--- src/rtl/mult_div_unit.sv ---
// mult_div_unit: iterative multiply/divide unit with HI/LO result registers.
//   MULTU/MULT use shift-add and DIVU/DIV use restoring division. Each takes
//   W iteration cycles, and signed forms run on magnitudes. The sign fix-up
//   and the HI/LO write happen on the RUN -> FIN edge. MTHI/MTLO write HI/LO
//   directly in the cycle they are accepted.
//
// Ports
//   clk          rising-edge clock
//   rst_n        synchronous active-low reset
//   start, op    operation request, accepted in IDLE or FIN
//                (000 MULTU, 001 MULT, 010 DIVU, 011 DIV, 100 MTHI, 101 MTLO,
//                 11x no-op)
//   src_a, src_b operands (A: multiplicand/dividend/MTxx data, B: multiplier/divisor)
//   busy         high while iterating (RUN)
//   done         one-cycle pulse when HI/LO hold a new mult/div result (FIN)
//   hi, lo       registered HI/LO
//
// State table
//   state  | meaning
//   S_IDLE | waiting for start
//   S_RUN  | iterating, one result bit per cycle, cnt counts down to 0
//   S_FIN  | result in hi/lo, done=1, a new start may be accepted

module mult_div_unit #(
   parameter int W = 32
) (
   input  logic         clk,
   input  logic         rst_n,
   input  logic         start,
   input  logic [2:0]   op,
   input  logic [W-1:0] src_a,
   input  logic [W-1:0] src_b,
   output logic         busy,
   output logic         done,
   output logic [W-1:0] hi,
   output logic [W-1:0] lo
);

   localparam int             CW       = (W > 1) ? $clog2(W) : 1;
   localparam logic [CW-1:0]  CNT_LOAD = CW'(W - 1);
   localparam logic [2:0]     OP_MTHI  = 3'b100;
   localparam logic [2:0]     OP_MTLO  = 3'b101;

   typedef enum logic [1:0] {S_IDLE, S_RUN, S_FIN} state_t;

   state_t          state;
   logic [CW-1:0]   cnt;
   logic            is_div;
   logic            div_zero;
   logic            neg_lo;
   logic            neg_hi;
   logic [W-1:0]    opnd;
   logic [W-1:0]    a_raw;
   logic [2*W-1:0]  acc;

   logic            accept;
   logic            acc_md;
   logic            acc_mthi;
   logic            acc_mtlo;
   logic            op_signed;
   logic [W-1:0]    mag_a;
   logic [W-1:0]    mag_b;

   logic [W:0]      mul_sum;
   logic [W:0]      div_shift;
   logic [W:0]      div_diff;
   logic [2*W-1:0]  acc_next;
   logic [2*W-1:0]  prod_fix;
   logic [W-1:0]    quo_fix;
   logic [W-1:0]    rem_fix;
   logic [W-1:0]    fin_hi;
   logic [W-1:0]    fin_lo;

   always_comb begin
      accept    = start && (state != S_RUN);
      acc_md    = accept && (op[2] == 1'b0);
      acc_mthi  = accept && (op == OP_MTHI);
      acc_mtlo  = accept && (op == OP_MTLO);
      op_signed = op[0];
      mag_a     = (op_signed && src_a[W-1]) ? -src_a : src_a;
      mag_b     = (op_signed && src_b[W-1]) ? -src_b : src_b;
   end

   // acc holds {product_hi, multiplier} for mult and {remainder, dividend/quotient}
   // for div. Both shift one bit per cycle, so one register serves both.
   always_comb begin
      mul_sum   = {1'b0, acc[2*W-1:W]} + (acc[0] ? {1'b0, opnd} : {(W+1){1'b0}});
      div_shift = {acc[2*W-1:W], acc[W-1]};
      div_diff  = div_shift - {1'b0, opnd};
      if (is_div) begin
         // Remainder < divisor, so the top bit of the W+1-bit difference is the borrow.
         if (!div_diff[W])
            acc_next = {div_diff[W-1:0], acc[W-2:0], 1'b1};
         else
            acc_next = {div_shift[W-1:0], acc[W-2:0], 1'b0};
      end else begin
         acc_next = {mul_sum, acc[W-1:1]};
      end
   end

   // The final iteration and the sign fix-up share the RUN -> FIN edge.
   always_comb begin
      prod_fix = neg_lo ? -acc_next : acc_next;
      quo_fix  = neg_lo ? -acc_next[W-1:0] : acc_next[W-1:0];
      rem_fix  = neg_hi ? -acc_next[2*W-1:W] : acc_next[2*W-1:W];
      if (!is_div) begin
         fin_hi = prod_fix[2*W-1:W];
         fin_lo = prod_fix[W-1:0];
      end else if (div_zero) begin
         fin_hi = a_raw;
         fin_lo = {W{1'b1}};
      end else begin
         fin_hi = rem_fix;
         fin_lo = quo_fix;
      end
   end

   always_ff @(posedge clk) begin
      if (!rst_n) begin
         state    <= S_IDLE;
         busy     <= 1'b0;
         done     <= 1'b0;
         hi       <= '0;
         lo       <= '0;
         cnt      <= '0;
         is_div   <= 1'b0;
         div_zero <= 1'b0;
         neg_lo   <= 1'b0;
         neg_hi   <= 1'b0;
         opnd     <= '0;
         a_raw    <= '0;
         acc      <= '0;
      end else begin
         done <= 1'b0;
         case (state)
            S_IDLE, S_FIN: begin
               state <= S_IDLE;
               busy  <= 1'b0;
               if (acc_md) begin
                  state    <= S_RUN;
                  busy     <= 1'b1;
                  cnt      <= CNT_LOAD;
                  is_div   <= op[1];
                  div_zero <= (src_b == '0);
                  neg_lo   <= op[0] & (src_a[W-1] ^ src_b[W-1]);
                  neg_hi   <= op[1] & op[0] & src_a[W-1];
                  a_raw    <= src_a;
                  opnd     <= op[1] ? mag_b : mag_a;
                  acc      <= op[1] ? {{W{1'b0}}, mag_a} : {{W{1'b0}}, mag_b};
               end
               if (acc_mthi) hi <= src_a;
               if (acc_mtlo) lo <= src_a;
            end
            S_RUN: begin
               acc <= acc_next;
               cnt <= cnt - CW'(1);
               if (cnt == '0) begin
                  state <= S_FIN;
                  busy  <= 1'b0;
                  done  <= 1'b1;
                  hi    <= fin_hi;
                  lo    <= fin_lo;
               end
            end
            default: begin
               state <= S_IDLE;
               busy  <= 1'b0;
            end
         endcase
      end
   end

endmodule

--- config.mk ---
export PLATFORM = sky130hd
export DESIGN_NAME = mult_div_unit
export DESIGN_NICKNAME = d
export VERILOG_FILES = /design/src/rtl/mult_div_unit.sv
export SDC_FILE = /design/constraint.sdc
export NUM_CORES = 1
export LEC_CHECK = 0
export CAP_MARGIN = 10
export CORE_MARGIN = 2
export CORE_UTILIZATION = 55
export CTS_BUF_LIST = sky130_fd_sc_hd__clkbuf_2
export CTS_CLUSTER_DIAMETER = 30
export CTS_CLUSTER_SIZE = 20
export DETAILED_ROUTE_END_ITERATION = 6
export PLACE_DENSITY = 0.89
export SLEW_MARGIN = 40
export SYNTH_ARGS = -nofsm -noshare
export SYNTH_HDL_FRONTEND = slang
export SYNTH_SLANG_ARGS = --single-unit
--- constraint.sdc ---
create_clock -name clk -period 4.4 [get_ports clk]
set_clock_uncertainty 0.15 [all_clocks]
set_input_delay 1.32 -clock clk [delete_from_list [all_inputs] [get_ports clk]]
set_output_delay 1.32 -clock clk [all_outputs]
set_load 0.01 [all_outputs]
==> out/results.txt, run 1 <==
Yosys cell types = 107
hpwl dp = 62.8 mm
synthesis-stage register bit count = 205
FFs w/ async S/R, synth = 0
Max clock buf depth = 3
Gate Count Post-Synth = 2538
stage reached = global routing (5_1_grt)
Root Buffer = clkbuf_2
status = did not finish
CTS Buf Count = 45
Die H = 186 um
synthesized area = 18200 sq um
die width = 186 um
dpl cells = 3386
top_reg_cell synth = dfxtp_1
post-synthesis average cell area = 7.16 sq um
# IOs = 136
vias in the first global route = 27136
Global Route Usage Sum = 0.620
syn nets = 2680
Post-synth EDFFs = 0
Clock Sinks = 205
total grt overflow = 25
first-pass GRT wire length = 162 mm
Starting Density = 0.558
hold_buf cts = 0
Run Error = [ERROR GRT-0116] Global routing finished with congestion. Check the congestion regions in the DRC Viewer.
htree depth = 2
Rows = 66
Seq/Total Area, Yosys = 0.226
IO buf count = 135
pin count of the biggest net entering global routing = 76
synthesis warning total = 0
GP Congestion = 1.16
[timing repair]
action,CTS
gates resized for setup,136
buffers inserted,23
pin swaps,83
endpoints found under the setup margin,43
[cell usage after synthesis, types with 22 or more instances]
cell type / instances / area share
nand3_1: 51 / 0.014
nand4_1: 24 / 0.0083
mux2_2: 26 / 0.016
and2_1: 50 / 0.017
o21a_1: 34 / 0.014
a21boi_0: 24 / 0.0099
inv_1: 69 / 0.014
nor4_1: 22 / 0.0076
mux2i_1: 25 / 0.014
a221oi_1: 25 / 0.012
or3_1: 23 / 0.0079
nor2_1: 263 / 0.054
a21oi_1: 177 / 0.049
o211ai_1: 49 / 0.020
xnor2_1: 112 / 0.054
o21ai_0: 192 / 0.053
dfxtp_1: 205 / 0.23
clkbuf_1: 126 / 0.026
xor2_1: 69 / 0.033
a31oi_1: 68 / 0.023
a211oi_1: 50 / 0.021
o31ai_1: 38 / 0.016
ha_1: 70 / 0.048
nand2_1: 330 / 0.068
nor3_1: 52 / 0.014
a21o_1: 23 / 0.0095
a22o_1: 24 / 0.012
[metrics by stage]
| step | worst slack [ns] | instance area, sq um | utilization |
|---|---|---|---|
| after global placement | -0.281 | 22800 | 0.700 |
| after floorplan | 0.0102 | 18200 | - |
| after detailed placement | -0.501 | 22800 | 0.700 |
| after CTS | -0.230 | 24200 | 0.745 |
[metal layers]
layer / overflow / track usage
met1: 1 / 0.619
met2: 10 / 0.758
met3: 1 / 0.500
met4: 13 / 0.588
met5: 0 / 0.320
[kinds of logic after synthesis]
family | synth area share
XOR/XNOR | 0.0872
AND/OR/NAND/NOR | 0.238
flip-flops | 0.226
AO/OA/AOI/OAI | 0.315
adder cells (fa/ha/maj) | 0.0504
buffers and inverters | 0.0536
multiplexers | 0.0299
==> inputs of run 2 (changes only) <==
--- a/config.mk
+++ b/config.mk
@@ -7,12 +7,9 @@
 export LEC_CHECK = 0
 export CAP_MARGIN = 10
 export CORE_MARGIN = 2
-export CORE_UTILIZATION = 55
-export CTS_BUF_LIST = sky130_fd_sc_hd__clkbuf_2
-export CTS_CLUSTER_DIAMETER = 30
-export CTS_CLUSTER_SIZE = 20
+export CORE_UTILIZATION = 40
 export DETAILED_ROUTE_END_ITERATION = 6
-export PLACE_DENSITY = 0.89
+export PLACE_DENSITY_LB_ADDON = 0.15
 export SLEW_MARGIN = 40
 export SYNTH_ARGS = -nofsm -noshare
 export SYNTH_HDL_FRONTEND = slang
==> constraint.sdc (replaced) <==
create_clock -name clk -period 5.7 [get_ports clk]
set_clock_uncertainty 0.15 [all_clocks]
set_input_delay 1.71 -clock clk [delete_from_list [all_inputs] [get_ports clk]]
set_output_delay 1.71 -clock clk [all_outputs]
set_load 0.01 [all_outputs]
==> run 2 against run 1 <==
  * The run now ends clean
  * Synthesized cell count unchanged
  * Synthesized area unchanged
==> out/results.txt, run 2 <==
Starting Density = 0.403 (-0.155)
Biggest register = acc
Post-Synth XOR/XNOR Area = 0.0872 (unchanged)
status = finished clean
Post-Layout Cell Count = 3274
reg2reg path depth = 16
post-synthesis compound-gate area fraction = 0.315 (unchanged)
Clock Sinks = 205 (unchanged)
Max Slew Vio Count = 0
synthesis-stage register bit count = 205 (unchanged)
Hold Slack = 0.302 ns
Clock transition at path regs = 0.06 ns
dpl cells = 3227 (-4.7%)
worst r2r dst = hi[15]$_SDFFE_PN0P_
Req. time, crit path = 6.00 ns
CTS Buf Count = 26 (-42%)
pwr dens = 240 nW/um^2
hpwl dp = 66.4 mm (+5.8%)
Die H = 217 um (+17%)
total grt overflow = 0
htree depth = 1 (-1)
Arr. time, crit path = 5.79 ns
Post-synth EDFFs = 0 (unchanged)
hold crit path type = reg2reg
FFs w/ async S/R, synth = 0 (unchanged)
crit start category = flop
most frequent cells in the layout = 329 x nand2_1, 259 x nor2_1, 202 x dfxtp_1, 190 x o21ai_0, 176 x a21oi_1
Global Route Usage Sum = 0.351
Area Overhead vs Synth = 19.2%
share of cells above drive strength 1 = 0.101
leakage dissipation = 8.31 nW
sequential cell area = 4110 sq um
vias per cell = 6.26
Synth area leaders = dfxtp_1 23%, nand2_1 6.8%, nor2_1 5.4%, xnor2_1 5.4%, o21ai_0 5.3%
Worst-Skew Late Latency = 0.57 ns
most numerous cell in the Yosys netlist = nand2_1
crit path capture = hi[15]$_SDFFE_PN0P_
FF-to-FF Start = opnd[17]$_SDFFE_PN0P_
die width = 217 um (+17%)
total power = 5.21 mW
first-pass GRT wire length = 125 mm
Detail Route Antenna Nets = 0
Max Clock Freq = 0.182 GHz
# IOs = 136 (unchanged)
Gate Count Post-Synth = 2538 (unchanged)
final hold vios = 0
hold_buf cts = 0 (unchanged)
Tcrit/Tclk final = 0.963
initial antenna violation count = 1
GP Congestion = 0.962 (-17%)
fin area = 21600 sq um
Die ar. = 47100 sq um
top-area cell type share of the netlist area = 0.226 (unchanged)
via total after detailed routing = 20494
wire per inst = 25.9 um
core footprint = 45100 sq um
Max clock buf depth = 3 (unchanged)
nature of the critical path endpoint = flop
Slew Limit Headroom = 0.414
Yosys cell types = 107 (unchanged)
CTS tree = built
drt drc = 0
R2R Setup Slk = 0.21 ns
fin nets = 2799
post-synthesis average cell area = 7.16 sq um (unchanged)
Initial DRC Count = 2173
vias in the first global route = 19348
placed instance area = 20600 sq um (-9.6%)
synthesis warning total = 0 (unchanged)
worst setup path startpoint = opnd[17]$_SDFFE_PN0P_
area occupied by multi-input gates = 13200 sq um
top post-synthesis cells by count = 330 x nand2_1, 263 x nor2_1, 205 x dfxtp_1, 192 x o21ai_0, 177 x a21oi_1
Post-Synth Simple-Gate Area = 0.238 (unchanged)
Seq/Total Area, Yosys = 0.226 (unchanged)
mux share of post-synthesis cell area = 0.0299 (unchanged)
drt first pass iters = 6
Root Buffer = clkbuf_16
Synth Area in Adders = 0.0504 (unchanged)
crit path kind = reg2reg
largest area contributor in the netlist = dfxtp_1
Filler cells = 4652
Rows = 78 (+18%)
Largest register FFs = 64
antenna diode count = 0
top_reg_cell synth = dfxtp_1
crit path max fanout = 12
drt total wl = 84.9 mm
maximum VDD drop = 231 uV
syn nets = 2680 (unchanged)
synthesized area = 18200 sq um (unchanged)
most common cell after layout, fill and taps aside = nand2_1
largest family of logic cells by synthesized area = compound AO/OA/AOI/OAI gates
final critical-path required period = 5.49 ns
pin count of the biggest net entering global routing = 115
final setup violation count = 0
worst slew pin tran = 0.870 ns
IO buf count = 135 (unchanged)
maxcap violations = 0
run 2: where the power goes:
part	internal, mW	switching, mW
sequential	1.52	0.0731
combinational	0.594	1.07
clock	1.23	0.725
total	3.34	1.87
run 2: metal layers:
layer | routed length, um | vias up | track usage
li1 | - | 9510 | -
met1 | 34800 | 9847 | 0.446
met2 | 38400 | 930 | 0.569
met3 | 6110 | 207 | 0.0544
met4 | 5560 | 0 | 0.192
met5 | 0 | - | 0
run 2: worst min-delay path by stage:
stage | startpoint | endpoint | slack (ns) | depth (start not counted)
global route | a_raw[14]$_SDFFE_PN0P_ | a_raw[14]$_SDFFE_PN0P_ | 0.32 | 2
global placement | a_raw[14]$_SDFFE_PN0P_ | a_raw[14]$_SDFFE_PN0P_ | 0.29 | 2
finish | a_raw[14]$_SDFFE_PN0P_ | a_raw[14]$_SDFFE_PN0P_ | 0.30 | 2
floorplan | a_raw[12]$_SDFFE_PN0P_ | a_raw[12]$_SDFFE_PN0P_ | 0.28 | 2
CTS | a_raw[14]$_SDFFE_PN0P_ | a_raw[14]$_SDFFE_PN0P_ | 0.30 | 2
detailed placement | a_raw[14]$_SDFFE_PN0P_ | a_raw[14]$_SDFFE_PN0P_ | 0.29 | 2
run 2: layout make-up:
type,instances,area share
Multi-Input combinational cell,2087,0.609
Inverter,74,0.0128
Tap cell,600,0.0347
Clock inverter,13,0.0118
Timing Repair Buffer,263,0.108
Sequential cell,205,0.190
Clock buffer,32,0.0339
run 2: kinds of logic (layout without fill, tap and decap cells):
family / Yosys count / count (layout)
compound gates: 862 / 862
xor+xnor: 181 / 181
fa+ha+maj: 72 / 72
buf+inv: 246 / 382
flops: 205 / 205
mux: 51 / 51
simple gates: 921 / 921
run 2: repair_timing:
action	4_1_cts	5_1_grt
endpoints found under the setup margin	0	10
setup buffers	0	1
resized for setup	0	7
hold endpoints to repair	0	0
run 2: worst max-delay path: stages, from the launching register on:
cell and delay, ns:
dfxtp_1 0.36, inv_1 0.05, ha_1 0.39, a21oi_1 0.30
o21ai_1 0.15, a211oi_2 0.37, o31a_1 0.48, nand3_2 0.40
buf_4 0.31, a211oi_1 0.27, o21ai_1 0.20, a21o_1 0.28
or4_1 0.71, o21ai_0 0.28, xor2_1 0.38, a311oi_1 0.16
o31a_1 0.14
run 2: metrics by stage:
step / setup slack (ns) / setup TNS [ns] / utilization
2_1_floorplan: 1.01 / 0 / -
3_3_place_gp: 0.259 / 0 / 0.457
3_5_place_dp: 0.308 / 0 / 0.457
4_1_cts: 0.282 / 0 / 0.479
5_1_grt: -0.00314 / -0.00314 / 0.480
6_report: 0.212 / 0 / 0.480
(Power assumes the default switching activity.)
==> RTL change: new RTL, settings of run 2 <==
Reset style: asynchronous (`rst_n`), changed in one clocked block. Comments in the files are not updated.
--- a/src/rtl/mult_div_unit.sv
+++ b/src/rtl/mult_div_unit.sv
@@ -115,7 +115,7 @@
       end
    end
 
-   always_ff @(posedge clk) begin
+   always_ff @(posedge clk or negedge rst_n) begin
       if (!rst_n) begin
          state    <= S_IDLE;
          busy     <= 1'b0;
Check against the original RTL: differs if rst_n is asserted again (counterexample within 4 cycles, from zero or initial values and one cycle with rst_n low); with rst_n held inactive, the same outputs for 4 cycles.
==> RTL change against run 2 <==
  * Worst setup slack lost 54 ps
  * Synthesized area grew 2.3%
  * Final area grew 1.2%
  * Core utilization increased by 0.079 points
  * Sequential cell count did not move
  * Synthesized cell count decreased by 3.2%
  * Wire length is 0.63% lower
  * Critical endpoint is now opnd[30]
  * Largest cell class unchanged
  * Highest routed layer unchanged
Power is left out: it rests on default switching activity, and per cell area and clock period it moved more than threefold.
==> RTL change: results (changes against run 2) <==
[timing]
relSlewSlack_pct = 39.5  ; was 41.4%

[yosys]
ys_async_sr_fraction_pct = 100  ; was 0%
synth_top_area_share_pct = 27.6  ; was 22.6%
syn_nets = 2600  ; was 2680
synth.yosys.seq_area_share_pct = 27.6  ; was 22.6%
synth_area_leaders = dfrtp_1 28%, nand2_1 7.7%, o21ai_0 6.9%  ; was dfxtp_1 23%, nand2_1 6.8%, nor2_1 5.4%
yosys.cell_types.count = 92  ; was 107
syn-instance-count = 2458  ; was 2538

[global_routing]
grt_pass1_vias = 19263  ; was 19348
grt_max_degree = 116  ; was 115
antenna_found_initial = 4  ; was 1
track_usage_pct = 34.8  ; was 35.1%
grt_pass1_wl_um = 125000  ; about the same

[critical_path]
slowest_delay_ps = 730  ; was 710 ps
r2r-end = hi[29]  ; was hi[15]
critical_path.top_delay_family = simple AND/OR/NAND/NOR gates  ; was compound AO/OA/AOI/OAI gates

[detailed_routing]
wire_per_inst_um = 26.4  ; was 25.9 um
vias = 19890  ; was 20494
drt_iter0_markers = 2056  ; was 2173
wirelength_um = 84400  ; was 84900 um

[placement]
dp_hpwl_um = 65500  ; was 66400 um
post-place-cells = 3143  ; was 3227
gp_congestion = 0.983  ; was 0.962
dpl_cell_area_um2 = 21000  ; was 20600 um^2

[status]
status = completed  ; unchanged

[layout]
fill_cells = 4545  ; was 4652
nets = 2714  ; was 2799

[clocking]
clkLatencyLatePin_ps = 590  ; was 570 ps

## RTL change: cell count changes in the layout (fill, tap and decap cells not counted), moves of 27 or more
cell / delta
dfrtp_1: +203
dfxtp_1: -202
nor2_1: -93
o21ai_0: +66
nand2_1: +49
a31oi_1: -46
o22ai_1: +30
a211oi_1: -27
## RTL change: kinds of logic (layout without fill, tap and decap cells)
group                      after synthesis  count (layout)  synth area share, %
buffers and inverters                  241             374                 5.16
other                                    0               1                    0
muxes                                   60              60                 3.33
DFF                                    205             205                 27.6
adders and majority gates               72              72                 4.93
xor gates and xnor gates               184             184                 8.67
AOI/OAI and AO/OA                      793             793                 27.1
and+or+nand+nor                        903             903                 23.2
## RTL change: cell type report
type | instances | area [um^2] | area share (%)
Tap cell | 600 | 751 | 3.42
Sequential cell | 205 | 5130 | 23.4
Timing Repair Buffer | 246 | 2260 | 10.3
Clock buffer | 36 | 749 | 3.42
Multi-Input combinational cell | 2012 | 12600 | 57.4
Antenna cell | 1 | 2.50 | 0.0114
Clock inverter | 12 | 139 | 0.634
Inverter | 80 | 300 | 1.37
## RTL change: how the worst max path moves through the flow
stage                     startpoint  slack, ps        to  cells past startpoint
after global routing          acc[0]         -7    hi[29]                     16
after global placement     src_a[20]       -190  opnd[30]                     12
after floorplan              acc[31]        810    hi[22]                     25
after detailed placement   src_a[20]       -220  opnd[30]                     12
after CTS                    acc[31]         90    hi[27]                     20
final                      src_a[20]        160  opnd[30]                     12
## RTL change: routing by layer
| layer | vias up | global-route usage, % | wire, um | share of wire (%) |
|---|---|---|---|---|
| met4 | 0 | 20.0 | 5730 | 6.8 |
| met5 | - | 0 | 0 | 0 |
| li1 | 9113 | - | - | - |
| met2 | 917 | 56.5 | 38800 | 46 |
| met3 | 221 | 4.68 | 5920 | 7.0 |
| met1 | 9639 | 44.4 | 34000 | 40 |
